### src/rtl/sseg4_scan_ctrl.sv
// sseg4_scan_ctrl: digit scan and source scheduler for the four-digit display.
// The scan runs freely. The displayed value is sampled only at frame
// boundaries, so a frame never mixes digits from two different values.
// An overlay source B can take over the display for a fixed number of frames,
// after which the display returns to the live source A.
module sseg4_scan_ctrl #(
    parameter int REFRESH_DIV = 100000,  // clocks per digit, >= 2
    parameter int HOLD_FRAMES = 250      // frames B is held per request, >= 1
) (
    input  logic        clk,
    input  logic        reset,
    input  logic [15:0] a_data,
    input  logic        a_hex_dec,
    input  logic        a_sign,
    input  logic [15:0] b_data,
    input  logic        b_hex_dec,
    input  logic        b_sign,
    input  logic        b_req,
    output logic        b_ack,
    output logic [15:0] data,
    output logic        hex_dec,
    output logic        sign,
    output logic [1:0]  digit_sel,
    output logic        src_b,
    output logic        frame_tick
);

    localparam int PW = $clog2(REFRESH_DIV);
    localparam int HW = $clog2(HOLD_FRAMES + 1);
    localparam logic [PW-1:0] PCNT_LAST = PW'(REFRESH_DIV - 1);
    localparam logic [HW-1:0] HOLD_LOAD = HW'(HOLD_FRAMES);

    typedef enum logic {
        SHOW_A = 1'b0,
        SHOW_B = 1'b1
    } state_t;

    // ------------------------------------------------------------------
    // Registers
    // ------------------------------------------------------------------
    logic [PW-1:0] pcnt_q, pcnt_d;
    logic [1:0]    digit_sel_q, digit_sel_d;
    logic          frame_tick_q;

    logic [15:0]   data_q;
    logic          hex_dec_q;
    logic          sign_q;
    logic          src_b_q;

    logic          b_req_d_q;
    logic          b_ack_q;
    state_t        state_q;
    logic [HW-1:0] hcnt_q;
    logic [15:0]   lat_data_q;
    logic          lat_hex_dec_q;
    logic          lat_sign_q;

    // ------------------------------------------------------------------
    // Decoded events
    // ------------------------------------------------------------------
    logic tc;        // prescaler terminal count
    logic fb;        // frame boundary: last clock of digit 3
    logic req_edge;  // rising edge of b_req
    logic show_b;    // the next frame should come from the B latch

    assign tc       = (pcnt_q == PCNT_LAST);
    assign fb       = tc && (digit_sel_q == 2'd3);
    assign req_edge = b_req && !b_req_d_q;
    // Uses the pre-request state/hcnt/latch, so a request landing on a
    // frame boundary only affects the frame after next.
    assign show_b   = (state_q == SHOW_B) && (hcnt_q != '0);

    // Prescaler and digit counter next-state
    always_comb begin
        pcnt_d      = pcnt_q + PW'(1);
        digit_sel_d = digit_sel_q;
        if (tc) begin
            pcnt_d      = '0;
            digit_sel_d = digit_sel_q + 2'd1;  // 3 wraps naturally to 0
        end
    end

    // Scan counters and the frame tick pulse
    always_ff @(posedge clk or posedge reset) begin
        if (reset) begin
            pcnt_q       <= '0;
            digit_sel_q  <= 2'd0;
            frame_tick_q <= 1'b0;
        end else begin
            pcnt_q       <= pcnt_d;
            digit_sel_q  <= digit_sel_d;
            frame_tick_q <= fb;
        end
    end

    // Tear-free snapshot of the displayed source, taken only at frame boundaries
    always_ff @(posedge clk or posedge reset) begin
        if (reset) begin
            data_q    <= 16'h0000;
            hex_dec_q <= 1'b0;
            sign_q    <= 1'b0;
            src_b_q   <= 1'b0;
        end else if (fb) begin
            if (show_b) begin
                data_q    <= lat_data_q;
                hex_dec_q <= lat_hex_dec_q;
                sign_q    <= lat_sign_q;
                src_b_q   <= 1'b1;
            end else begin
                data_q    <= a_data;
                hex_dec_q <= a_hex_dec;
                sign_q    <= a_sign;
                src_b_q   <= 1'b0;
            end
        end
    end

    // Overlay FSM: request capture, hold countdown and acknowledge
    always_ff @(posedge clk or posedge reset) begin
        if (reset) begin
            b_req_d_q     <= 1'b0;
            b_ack_q       <= 1'b0;
            state_q       <= SHOW_A;
            hcnt_q        <= '0;
            lat_data_q    <= 16'h0000;
            lat_hex_dec_q <= 1'b0;
            lat_sign_q    <= 1'b0;
        end else begin
            b_req_d_q <= b_req;
            b_ack_q   <= req_edge;
            if (req_edge) begin
                // A new request always wins, also while B is already shown.
                lat_data_q    <= b_data;
                lat_hex_dec_q <= b_hex_dec;
                lat_sign_q    <= b_sign;
                hcnt_q        <= HOLD_LOAD;
                state_q       <= SHOW_B;
            end else if (fb) begin
                case (state_q)
                    SHOW_B: begin
                        if (hcnt_q != '0) hcnt_q  <= hcnt_q - HW'(1);
                        else              state_q <= SHOW_A;
                    end
                    default: state_q <= SHOW_A;
                endcase
            end
        end
    end

    assign b_ack      = b_ack_q;
    assign data       = data_q;
    assign hex_dec    = hex_dec_q;
    assign sign       = sign_q;
    assign digit_sel  = digit_sel_q;
    assign src_b      = src_b_q;
    assign frame_tick = frame_tick_q;

endmodule

### config.mk
export PLATFORM = sky130hd
export DESIGN_NAME = sseg4_scan_ctrl
export DESIGN_NICKNAME = d
export VERILOG_FILES = /design/src/rtl/sseg4_scan_ctrl.sv
export SDC_FILE = /design/constraint.sdc
export NUM_CORES = 1
export LEC_CHECK = 0
export ABC_AREA = 1
export CAP_MARGIN = 20
export CORE_MARGIN = 3
export CORE_UTILIZATION = 45
export CTS_CLUSTER_DIAMETER = 40
export DETAILED_ROUTE_END_ITERATION = 8
export PLACE_DENSITY = 0.78
export SLEW_MARGIN = 20
export SYNTH_ARGS = -nofsm -noshare
export SYNTH_HDL_FRONTEND = slang
export SYNTH_SLANG_ARGS = --single-unit
### constraint.sdc
create_clock -name clk -period 5.3 [get_ports clk]
set_input_delay 0.795 -clock clk [delete_from_list [all_inputs] [get_ports clk]]
set_output_delay 0.795 -clock clk [all_outputs]
set_load 0.02 [all_outputs]
==> results list <==
* Status: finished, final reports clean
- PostCTS Resize Cnt: 0
* Largest cells by area after synthesis: dfrtp_1 (48%), nand2_1 (21%), nand3_1 (4.2%)
* Largest net degree at the start of global routing: 42
* Category of the most critical setup path: register to primary output
- The die is 95.1 um tall.
- In this run the tightest slew margin relative to its limit is 58.3%.
- Period minus WS final: 2.17 ns
- The first global-routing pass estimated 14200 um of wire.
* Number of library cell types mapped by synthesis: 30
- Count of unresolved DRC violations after routing: 0
* Deepest level of the CTS H-tree: 3
- A synthesized cell averages 7.80 sq um.
- During synthesis, Yosys emitted a total of 0 warnings.
- When the netlist entered floorplanning its net count stood at 501.
- Average detailed-routed wire length per instance: 13.4 um
- The synthesized design contains 68 register bits.
* Gr ovfl total: 0
- The cell family contributing the most delay on the critical path is buffers and inverters.
- Most numerous cell in the Yosys netlist: nand2_1
- Hold buffer count at CTS: 0
* Critical path's slowest cell: clkdlybuf4s50_1
- Routability cong.: 0.926
- Together, buffers and inverters on the worst path number 1.
* Number of buffers inserted during clock tree synthesis: 9
* Post-Layout Inst Area: 0.00446 sq mm
- Worst Max-Slew Pin Slew: 0.624 ns
- The tree is rooted in a clkbuf_8.
* Fraction of layout cells with a size suffix above 1: 12.2%
- Clock latency on the worst-skew pair, taken at its later pin, is 0.35 ns.
- Share of flip-flops with an asynchronous set or reset: 100%
* Placeable Area: 0.00749 sq mm
- After floorplanning, the core was divided into 31 placement rows.
* Number of buffers added for setup after CTS: 0
- The detail route stage leaves a number of antenna-violating nets equal to 0.
- Top-Level Pins: 62
* Total power per unit cell area: 271 mW/mm^2
* Achievable Freq: 461 MHz
* Violation count after the first detailed-route iteration: 208
- Area growth from synthesis to final layout: 25.0%
* Detailed Place HPWL: 5980 um
- The number of antenna violations at the first check in global routing came to 0.
- PortBufs: 61
- Count of TritonRoute iterations in the first routing pass: 5
- Max-cap check violation count: 0
* Clock-pin transition on the worst setup and hold timing paths: 0.07 ns
- Maximum cell stage delay along the critical path: 0.63 ns
- The setup check on the worst reg-to-reg path leaves a slack of 3.16 ns.
* IR Drop Worst-Case VDD: 0.000139 V
* Number of fill cells: 656
* Final hold viol count: 0
- TritonCTS built the clock tree.
* Deepest clock path buffer count: 2
- Number of synthesized flops with an enable pin: 0
* Final worst clock skew: 0.00830 ns
- Setup violations remaining at the end of the flow were counted as 0.
* Data arrival time of the worst path: 1.37 ns
- The cell area that synthesis handed to floorplanning was 0.00357 sq mm.
* Total routing resource utilization after global routing: 20.4%
- Ant diodes: 0
- Count of vias placed by the detailed router: 3074
- For this design, the sink count on the clock tree is 68.
- Sorting the synthesized cells by how often they occur yields nand2_1 (202), dfrtp_1 (68), inv_1 (31), nor2_1 (31), nand3_1 (30).
* Final #Nets: 562
* Critical Path RT: 4.51 ns
- Critical path startpoint category: register
- Setup Total Neg Slack: 0 ns
- After technology mapping, the gate count stands at 458.
- Sequential cells were found to cover 47.7% of the synthesized design area.
- Of all cell types, the one taking the most synthesized area is dfrtp_1.
- Initial cell density of the core: 47.7%
- Total Wirelength: 8380 um
- The analysis attributes to cell leakage a power of 0.00218 uW.
- The die covers 0.00904 sq mm.
- Dividing the final minimum period by the clock period gives 40.9%.
* Post-Place Cell Area: 0.00420 sq mm
- Post-synth top flop: dfrtp_1
* Critical path peak fanout: 3
- Walking the worst path, the cells encountered are clkdlybuf4s50_1.
* Via-to-Cell Ratio: 4.93
* Die span in x: 95.1 um
- STA classifies the critical path endpoint as a primary output.
- HP Class: register to register
- Setup repair after global routing missed its margin: no
- Via count of the first global-routing pass: 3054
- After synthesis, the largest area contributor takes up 47.7% of total cell area.
* Final hold slack: 0.472 ns
- Max-slew violations: 0
## routing by layer
metal  GRT usage (%)  share of wire [%]
met5               0                  0
met4            7.93                1.8
met3            5.37                7.4
met2            30.7                 46
met1            28.2                 45
## layout by cell type (no fill, tap or decap)
| master | count |
|---|---|
| inv_1 | 30 |
| xor2_1 | 5 |
| clkinv_4 | 2 |
| xnor2_1 | 1 |
| nand2_4 | 1 |
| bufinv_16 | 3 |
| clkbuf_8 | 9 |
| ha_1 | 4 |
| nor2_4 | 6 |
| clkinvlp_4 | 1 |
| buf_6 | 1 |
| a21oi_1 | 5 |
| nor2_2 | 5 |
| inv_2 | 8 |
| nand3_2 | 1 |
| inv_8 | 1 |
| nand4_2 | 1 |
| nor2_8 | 2 |
| or2_2 | 1 |
| o21ai_1 | 4 |
| o21ai_0 | 5 |
| nor2_1 | 31 |
| nand3_1 | 30 |
| buf_4 | 2 |
| inv_6 | 1 |
| nand3_4 | 2 |
| dfrtp_1 | 68 |
| clkdlybuf4s50_1 | 61 |
| nand2_2 | 17 |
| nand2_1 | 202 |
| nand4_1 | 9 |
| nor3_1 | 5 |
## path summary, 6_finish.rpt
| kind | from | endpoint | depth (start not counted) |
|---|---|---|---|
| max in group asynchronous | reset | data[5] | 3 |
| min reg2reg | pcnt_q[0] | pcnt_q[0] | 1 |
| max reg2reg | pcnt_q[0] | hcnt_q[6] | 10 |
| min | pcnt_q[0] | pcnt_q[0] | 1 |
| min in group asynchronous | reset | digit_sel[1] | 2 |
| max | digit_sel[0] | digit_sel[0] | 1 |
## final cells by class
| cell class | instances | area (sq um) | area share, % |
|---|---|---|---|
| flip-flops and latches | 68 | 1700 | 38.1 |
| multi-input cells | 337 | 1600 | 35.8 |
| repair buffers | 64 | 637 | 14.3 |
| inverters | 39 | 154 | 3.45 |
| clock buffers | 9 | 124 | 2.78 |
| clock inverters | 7 | 124 | 2.78 |
| well taps | 99 | 124 | 2.78 |
## power by group
part / switching, uW / internal [uW]
Sequential: 20.6 / 544
Clock: 210 / 315
Combinational: 64.2 / 57.3
Total: 295 / 917
## metrics by stage
step	instances	worst slack [ns]	utilization, %	power [uW]
after CTS	622	2.89	59.5	1220
after floorplan	458	2.79	-	643
final	623	3.13	59.6	1210
after global routing	623	3.01	59.6	1270
after global placement	606	3.00	56.2	692
after detailed placement	606	2.92	56.2	695
## flip-flops by register name, indices dropped and copies added (netlist names)
register and cells:
state_q 1, sign 1, lat_hex_dec_q 1, frame_tick 1
b_req_d_q 1, lat_data_q 16, data 16, hcnt_q 8
pcnt_q 17, b_ack 1, src_b 1, lat_sign_q 1
digit_sel 2, hex_dec 1
## logic make-up (layout without fill, tap and decap cells)
group,count (synthesis),after routing,share of synthesized area (%)
AO/OA/AOI/OAI,14,14,1.96
flip-flops,68,68,47.7
AND/OR/NAND/NOR,313,313,39.9
XOR/XNOR,6,6,1.47
buffers and inverters,53,119,7.57
adder cells (fa/ha/maj),4,4,1.40
Power figures use the tool's default switching activity.
